<file path="config.mk">
export PLATFORM = sky130hd
export DESIGN_NAME = mod_mem_arbiter
export DESIGN_NICKNAME = d
export VERILOG_FILES = /design/src/rtl/mem_arb_pkg.sv /design/src/rtl/mod_mem_arbiter_rr_arb2.sv /design/src/rtl/mod_mem_arbiter.sv
export SDC_FILE = /design/constraint.sdc
export NUM_CORES = 1
export LEC_CHECK = 0
export CELL_PAD_IN_SITES_DETAIL_PLACEMENT = 2
export CELL_PAD_IN_SITES_GLOBAL_PLACEMENT = 2
export CORE_AREA = 4 4 711 713
export DETAILED_ROUTE_END_ITERATION = 10
export DIE_AREA = 0 0 715 717
export GPL_TIMING_DRIVEN = 0
export PLACE_DENSITY_LB_ADDON = 0.1
export SLEW_MARGIN = 0
export SYNTH_ARGS = -nofsm -noshare
export SYNTH_HDL_FRONTEND = slang
export SYNTH_SLANG_ARGS = --single-unit
export TNS_END_PERCENT = 50
</file>
<file path="constraint.sdc">
create_clock -name clk -period 2.05 [get_ports clk]
set_input_delay 0.41 -clock clk [delete_from_list [all_inputs] [get_ports clk]]
set_output_delay 0.41 -clock clk [all_outputs]
set_load 0.02 [all_outputs]
</file>
<file path="src/rtl/mem_arb_pkg.sv">
`default_nettype none
// ============================================================================
// Package     : mem_arb_pkg
// Description : Shared types and default widths for the I/D memory arbiter.
//               arb_state_t - transaction FSM states
//               req_id_t    - requester identity (I-cache / D-cache)
// Config      : MEM_ARB_DPRIO_EN (see rr_arb2) - fixed D priority when defined
// Revision    : 1.0 - initial release
// ============================================================================
package mem_arb_pkg;

  localparam int DEF_REQ_W  = 64;
  localparam int DEF_TAG_W  = 13;
  localparam int DEF_DATA_W = 512;

  typedef enum logic [1:0] {
    IDLE      = 2'd0,
    ISSUE     = 2'd1,
    WAIT_RESP = 2'd2,
    DELIVER   = 2'd3
  } arb_state_t;

  typedef enum logic {
    REQ_I = 1'b0,
    REQ_D = 1'b1
  } req_id_t;

endpackage : mem_arb_pkg
`default_nettype wire

</file>
<file path="src/rtl/mod_mem_arbiter_rr_arb2.sv">
`default_nettype none
// ============================================================================
// Module      : rr_arb2
// Description : Combinational two-way arbiter pick.
//               Round-robin: on a tie the requester that was NOT granted last
//               wins; a single requester always wins.
//               With MEM_ARB_DPRIO_EN defined: D wins whenever it requests,
//               last_i is ignored.
// Ports       : req_i[1:0]     in  request vector (bit0 = I, bit1 = D)
//               last_i         in  requester granted most recently
//               grant_valid_o  out at least one request present
//               grant_id_o     out winning requester
// Config      : MEM_ARB_DPRIO_EN
// Revision    : 1.0 - initial release
// ============================================================================
module rr_arb2
  import mem_arb_pkg::*;
(
  input  logic [1:0] req_i,
  input  req_id_t    last_i,
  output logic       grant_valid_o,
  output req_id_t    grant_id_o
);

  assign grant_valid_o = |req_i;

`ifdef MEM_ARB_DPRIO_EN
  logic unused_last;
  assign unused_last = last_i;
  assign grant_id_o  = req_i[1] ? REQ_D : REQ_I;
`else
  always_comb begin
    grant_id_o = REQ_I;
    if (req_i[0] && req_i[1]) begin
      // Tie: hand the bus to whoever did not have it last time.
      grant_id_o = (last_i == REQ_I) ? REQ_D : REQ_I;
    end else if (req_i[1]) begin
      grant_id_o = REQ_D;
    end
  end
`endif

endmodule : rr_arb2
`default_nettype wire

</file>
<file path="src/rtl/mod_mem_arbiter.sv">
`default_nettype none
// ============================================================================
// Module      : mod_mem_arbiter
// Description : Shares one memory request/response bus between the L1
//               I-cache (i_*) and the L1 D-cache (d_*). One transaction in
//               flight at a time; the response is routed back to the granted
//               requester (owner).
//               IDLE -> ISSUE -> WAIT_RESP -> DELIVER -> IDLE
// Ports       : clk, reset (async, active-low)
//               i_/d_ reqcyc, req, reqtag (in)  ; reqack (out, grant pulse)
//               i_/d_ respcyc, resp, resptag (out) ; respack (in)
//               m_reqcyc, m_req, m_reqtag (out) ; m_reqack (in)
//               m_respcyc, m_resp, m_resptag (in) ; m_respack (out)
// Config      : MEM_ARB_DPRIO_EN - fixed D priority instead of round-robin
// Revision    : 1.0 - initial release
// ============================================================================
module mod_mem_arbiter
  import mem_arb_pkg::*;
#(
  parameter int REQ_W  = DEF_REQ_W,
  parameter int TAG_W  = DEF_TAG_W,
  parameter int DATA_W = DEF_DATA_W
) (
  input  logic              clk,
  input  logic              reset,

  input  logic              i_reqcyc,
  input  logic [REQ_W-1:0]  i_req,
  input  logic [TAG_W-1:0]  i_reqtag,
  output logic              i_reqack,
  output logic              i_respcyc,
  output logic [DATA_W-1:0] i_resp,
  output logic [TAG_W-1:0]  i_resptag,
  input  logic              i_respack,

  input  logic              d_reqcyc,
  input  logic [REQ_W-1:0]  d_req,
  input  logic [TAG_W-1:0]  d_reqtag,
  output logic              d_reqack,
  output logic              d_respcyc,
  output logic [DATA_W-1:0] d_resp,
  output logic [TAG_W-1:0]  d_resptag,
  input  logic              d_respack,

  output logic              m_reqcyc,
  output logic [REQ_W-1:0]  m_req,
  output logic [TAG_W-1:0]  m_reqtag,
  input  logic              m_reqack,
  input  logic              m_respcyc,
  input  logic [DATA_W-1:0] m_resp,
  input  logic [TAG_W-1:0]  m_resptag,
  output logic              m_respack
);

  arb_state_t        state_q,     state_d;
  req_id_t           owner_q,     owner_d;
  req_id_t           last_q,      last_d;
  logic [REQ_W-1:0]  m_req_q,     m_req_d;
  logic [TAG_W-1:0]  m_reqtag_q,  m_reqtag_d;
  logic [DATA_W-1:0] i_resp_q,    i_resp_d;
  logic [TAG_W-1:0]  i_resptag_q, i_resptag_d;
  logic [DATA_W-1:0] d_resp_q,    d_resp_d;
  logic [TAG_W-1:0]  d_resptag_q, d_resptag_d;

  logic    gnt_valid;
  req_id_t gnt_id;
  logic    owner_respack;
  logic    grant_now;

  rr_arb2 u_rr_arb2 (
    .req_i         ({d_reqcyc, i_reqcyc}),
    .last_i        (last_q),
    .grant_valid_o (gnt_valid),
    .grant_id_o    (gnt_id)
  );

  // The grant is taken combinationally in IDLE; gating with reset keeps the
  // ack pulses low while reset is held even though the FSM sits in IDLE.
  assign grant_now     = reset && (state_q == IDLE) && gnt_valid;
  assign owner_respack = (owner_q == REQ_D) ? d_respack : i_respack;

  always_comb begin
    state_d     = state_q;
    owner_d     = owner_q;
    last_d      = last_q;
    m_req_d     = m_req_q;
    m_reqtag_d  = m_reqtag_q;
    i_resp_d    = i_resp_q;
    i_resptag_d = i_resptag_q;
    d_resp_d    = d_resp_q;
    d_resptag_d = d_resptag_q;
    case (state_q)
      IDLE: begin
        if (gnt_valid) begin
          owner_d    = gnt_id;
          last_d     = gnt_id;
          m_req_d    = (gnt_id == REQ_D) ? d_req    : i_req;
          m_reqtag_d = (gnt_id == REQ_D) ? d_reqtag : i_reqtag;
          state_d    = ISSUE;
        end
      end
      ISSUE: begin
        // m_respcyc is deliberately not looked at here: memory must hold it
        // until we reach WAIT_RESP.
        if (m_reqack) begin
          state_d = WAIT_RESP;
        end
      end
      WAIT_RESP: begin
        if (m_respcyc) begin
          if (owner_q == REQ_D) begin
            d_resp_d    = m_resp;
            d_resptag_d = m_resptag;
          end else begin
            i_resp_d    = m_resp;
            i_resptag_d = m_resptag;
          end
          state_d = DELIVER;
        end
      end
      DELIVER: begin
        if (owner_respack) begin
          state_d = IDLE;
        end
      end
      default: state_d = IDLE;
    endcase
  end

  always_ff @(posedge clk or negedge reset) begin
    if (!reset) begin
      state_q     <= IDLE;
      owner_q     <= REQ_I;
      last_q      <= REQ_D;  // first tie after reset goes to I
      m_req_q     <= '0;
      m_reqtag_q  <= '0;
      i_resp_q    <= '0;
      i_resptag_q <= '0;
      d_resp_q    <= '0;
      d_resptag_q <= '0;
    end else begin
      state_q     <= state_d;
      owner_q     <= owner_d;
      last_q      <= last_d;
      m_req_q     <= m_req_d;
      m_reqtag_q  <= m_reqtag_d;
      i_resp_q    <= i_resp_d;
      i_resptag_q <= i_resptag_d;
      d_resp_q    <= d_resp_d;
      d_resptag_q <= d_resptag_d;
    end
  end

  assign i_reqack  = grant_now && (gnt_id == REQ_I);
  assign d_reqack  = grant_now && (gnt_id == REQ_D);

  assign m_reqcyc  = (state_q == ISSUE);
  assign m_req     = m_req_q;
  assign m_reqtag  = m_reqtag_q;
  assign m_respack = m_respcyc && (state_q == WAIT_RESP);

  assign i_respcyc = (state_q == DELIVER) && (owner_q == REQ_I);
  assign i_resp    = i_resp_q;
  assign i_resptag = i_resptag_q;
  assign d_respcyc = (state_q == DELIVER) && (owner_q == REQ_D);
  assign d_resp    = d_resp_q;
  assign d_resptag = d_resptag_q;

endmodule : mod_mem_arbiter
`default_nettype wire

</file>
==> flow_summary.toml <==
[finish]
nFillCells = 56000
layout.nets = 5355
drive_above_1_share_pct = 29.0
stdcell_count = 11600
area_delta_synth_final_pct = 81.3
utilization_pct = 15.5

[timing]
layout_min_cycle_time_ns = 2.58
max_freq_mhz = 387
hold_violations = 107
tightestPinTransition_ns = 1.15
setup_tns_ns = -542.33
max_slew_margin_pct = 23.1
final.setup.worst_slack_ns = -0.532
fin_skew_ns = 0.0367
maxSlewViolCount = 0
period_share_pct = 126
hold_ws_ns = -0.237
rsz0062_at_grt = "yes"
setup_violations = 2185

[global_routing]
grt_first_pass_wirelength_um = 448000
grt_max_degree = 148
grt_pass1_vias = 35700
grt_usage_pct = 13.6
grt-ovfl-total = 0
antenna_found_initial = 258

[cts]
cts_tree = "built"
cts_inserted_buffers = 177
clk_path_buf_depth = 4
cts_root_buf = "clkbuf_16"
clkTransAtPathRegs_ns = 0.06
h-tree-depth = 4
clock_sinks = 1131
clk_latency_ns = 0.87

[setup_path]
arrival_ns = 2.17
worstPathMaxFanout = 10
worstPathRequired_ns = 1.64
worstSetupPathType = "flop to primary output"
cp-start-kind = "flop"
rr_worst_depth = 11
end_kind = "primary output"
ff2ff_setup_slack_ns = -0.46

[routing]
drc = 0
drt_wl_total_um = 367000
avgViaCountPerCell = 2.80
vias = 32400
drtPass1Iterations = 4
ant_nets = 0
routedWlPerCell_um = 31.8
drtIter0Drc = 944

[power]
cellPowerDensity_mw_per_mm2 = 1830
vdd_drop_max_mv = 0.638
power_uw = 142000
leakage_uw = 0.0307

[die]
die-area_mm2 = 0.513
coreArea_mm2 = 0.500
fp.dieW_um = 715
start_util_pct = 8.56
num_rows = 260
die_y_um = 717
io_pins = 1820

[synth]
yosysUniqueCellTypes = 26
synth_nets = 3273
ys_warn_count = 0
yosysTopAreaCell = "dfrtp_1"
synth.avg_cell_area_um2 = 16.6
ys_ff_latch = 1131
synthCells = 2581
syn_area_mm2 = 0.0428
synth_top_area_share_pct = 66.1
synth.area.top_cells = "dfrtp_1 66%, mux2_2 22%, mux2_1 5.3%"
synth-seq-area-share_pct = 66.2

[min_path]
hp-class = "input pin to asynchronous set/reset pin"

[job]
drv_cap = 0

[placement]
dp_cells = 11100
place_congestion = 0.790
io_buffer_count = 1819
post-dp-hpwl_um = 302000

[status]
violations = "negative hold slack, negative setup slack"
outcome = "finished with violations"
final cells by class:
type | count | area [um^2] | share of cell area (%)
Antenna cell | 84 | 210 | 0.271
Clock buffer | 272 | 5210 | 6.72
Tap cell | 6681 | 8360 | 10.8
Timing Repair Buffer | 1907 | 19700 | 25.4
Clock inverter | 32 | 445 | 0.574
Inverter | 2 | 7.51 | 0.00968
Buffer | 138 | 1750 | 2.26
Sequential cell | 1131 | 28300 | 36.5
Multi-Input combinational cell | 1306 | 13600 | 17.5
through the flow:
stage / setup slack, ns / cell area (um^2)
6_report: -0.532 / 77600
5_1_grt: -0.714 / 77400
4_1_cts: -0.807 / 76100
3_5_place_dp: -1.90 / 69600
3_3_place_gp: -64.46 / 69300
2_1_floorplan: 0.0854 / 42800
where the power goes:
| part | internal, uW | switching, uW |
|---|---|---|
| clock | 18100 | 12800 |
| sequential | 33700 | 6850 |
| combinational | 31100 | 39000 |
| total | 82900 | 58600 |
repair_timing:
action                                  in CTS  in global routing
setup buffers                               21                 26
resized for setup                          279                287
endpoints found under the setup margin    2376               2361
endpoints found under the hold margin      303                175
pin swaps                                    2                  2
gates cloned                                 6                  7
routing by layer:
metal	track usage [%]	vias to the layer above	share of wire, %
met5	0	-	0.16
met4	2.20	92	1.9
met3	5.40	584	9.0
met2	25.3	1475	52
met1	14.6	16800	37
li1	-	13500	-
worst max-delay path, stage by stage, from the launching register on:
cell,delay (ns)
dfstp_2,0.53
a21boi_0,0.08
buf_4,0.17
buf_12,0.15
nor3b_4,0.20
buf_6,0.16
registers in the layout, indices dropped and copies added (netlist names):
signal / count
d_resp: 512
d_resptag: 13
i_resp: 512
i_resptag: 13
last_q: 1
m_req: 64
m_reqtag: 13
owner_q: 1
state_q: 2
path summary, 6_finish.rpt:
path,from,end
setup / recovery,last_q,i_reqack
hold reg to reg,m_req[58],m_req[58]
max in group asynchronous,reset,i_resp[469]
hold / removal,reset,d_resp[404]
min in group clk,m_resp[437],d_resp[437]
setup reg to reg,state_q[0],i_resp[378]
synth_stat cells (all sizes together):
library cell / count
dfrtp: 1130
mux2: 1051
buf: 133
mux2i: 79
nand2: 78
o21ai: 78
clkbuf: 9
ha: 5
nor2b: 3
and2: 2
inv: 2
nor3b: 2
a2111oi: 1
a21boi: 1
a21oi: 1
a22o: 1
a31oi: 1
and3: 1
dfstp: 1
nand2b: 1
nor2: 1
cell usage in the layout (no fill, tap or decap), types with 14 or more instances in the layout:
cell / count
dfrtp_2: 16
buf_16: 27
dfrtp_1: 1114
buf_6: 52
mux2_2: 851
buf_12: 60
mux2_1: 200
clkbuf_4: 14
clkbuf_16: 186
buf_2: 33
buf_4: 50
diode_2: 84
o21ai_0: 77
clkdlybuf4s50_1: 1762
clkbuf_8: 38
nand2_1: 77
clkinv_2: 17
clkbuf_1: 64
mux2i_1: 79
cell families (layout without fill, tap and decap cells):
| group | after synthesis | count (layout) | synth area share [%] |
|---|---|---|---|
| fa+ha+maj | 5 | 5 | 0.146 |
| compound gates | 83 | 83 | 1.01 |
| flops | 1131 | 1131 | 66.2 |
| simple gates | 88 | 88 | 0.834 |
| other cells | 0 | 84 | 0 |
| buf+inv | 144 | 2351 | 2.31 |
| mux | 1130 | 1130 | 29.5 |
(Power assumes the default switching activity.)
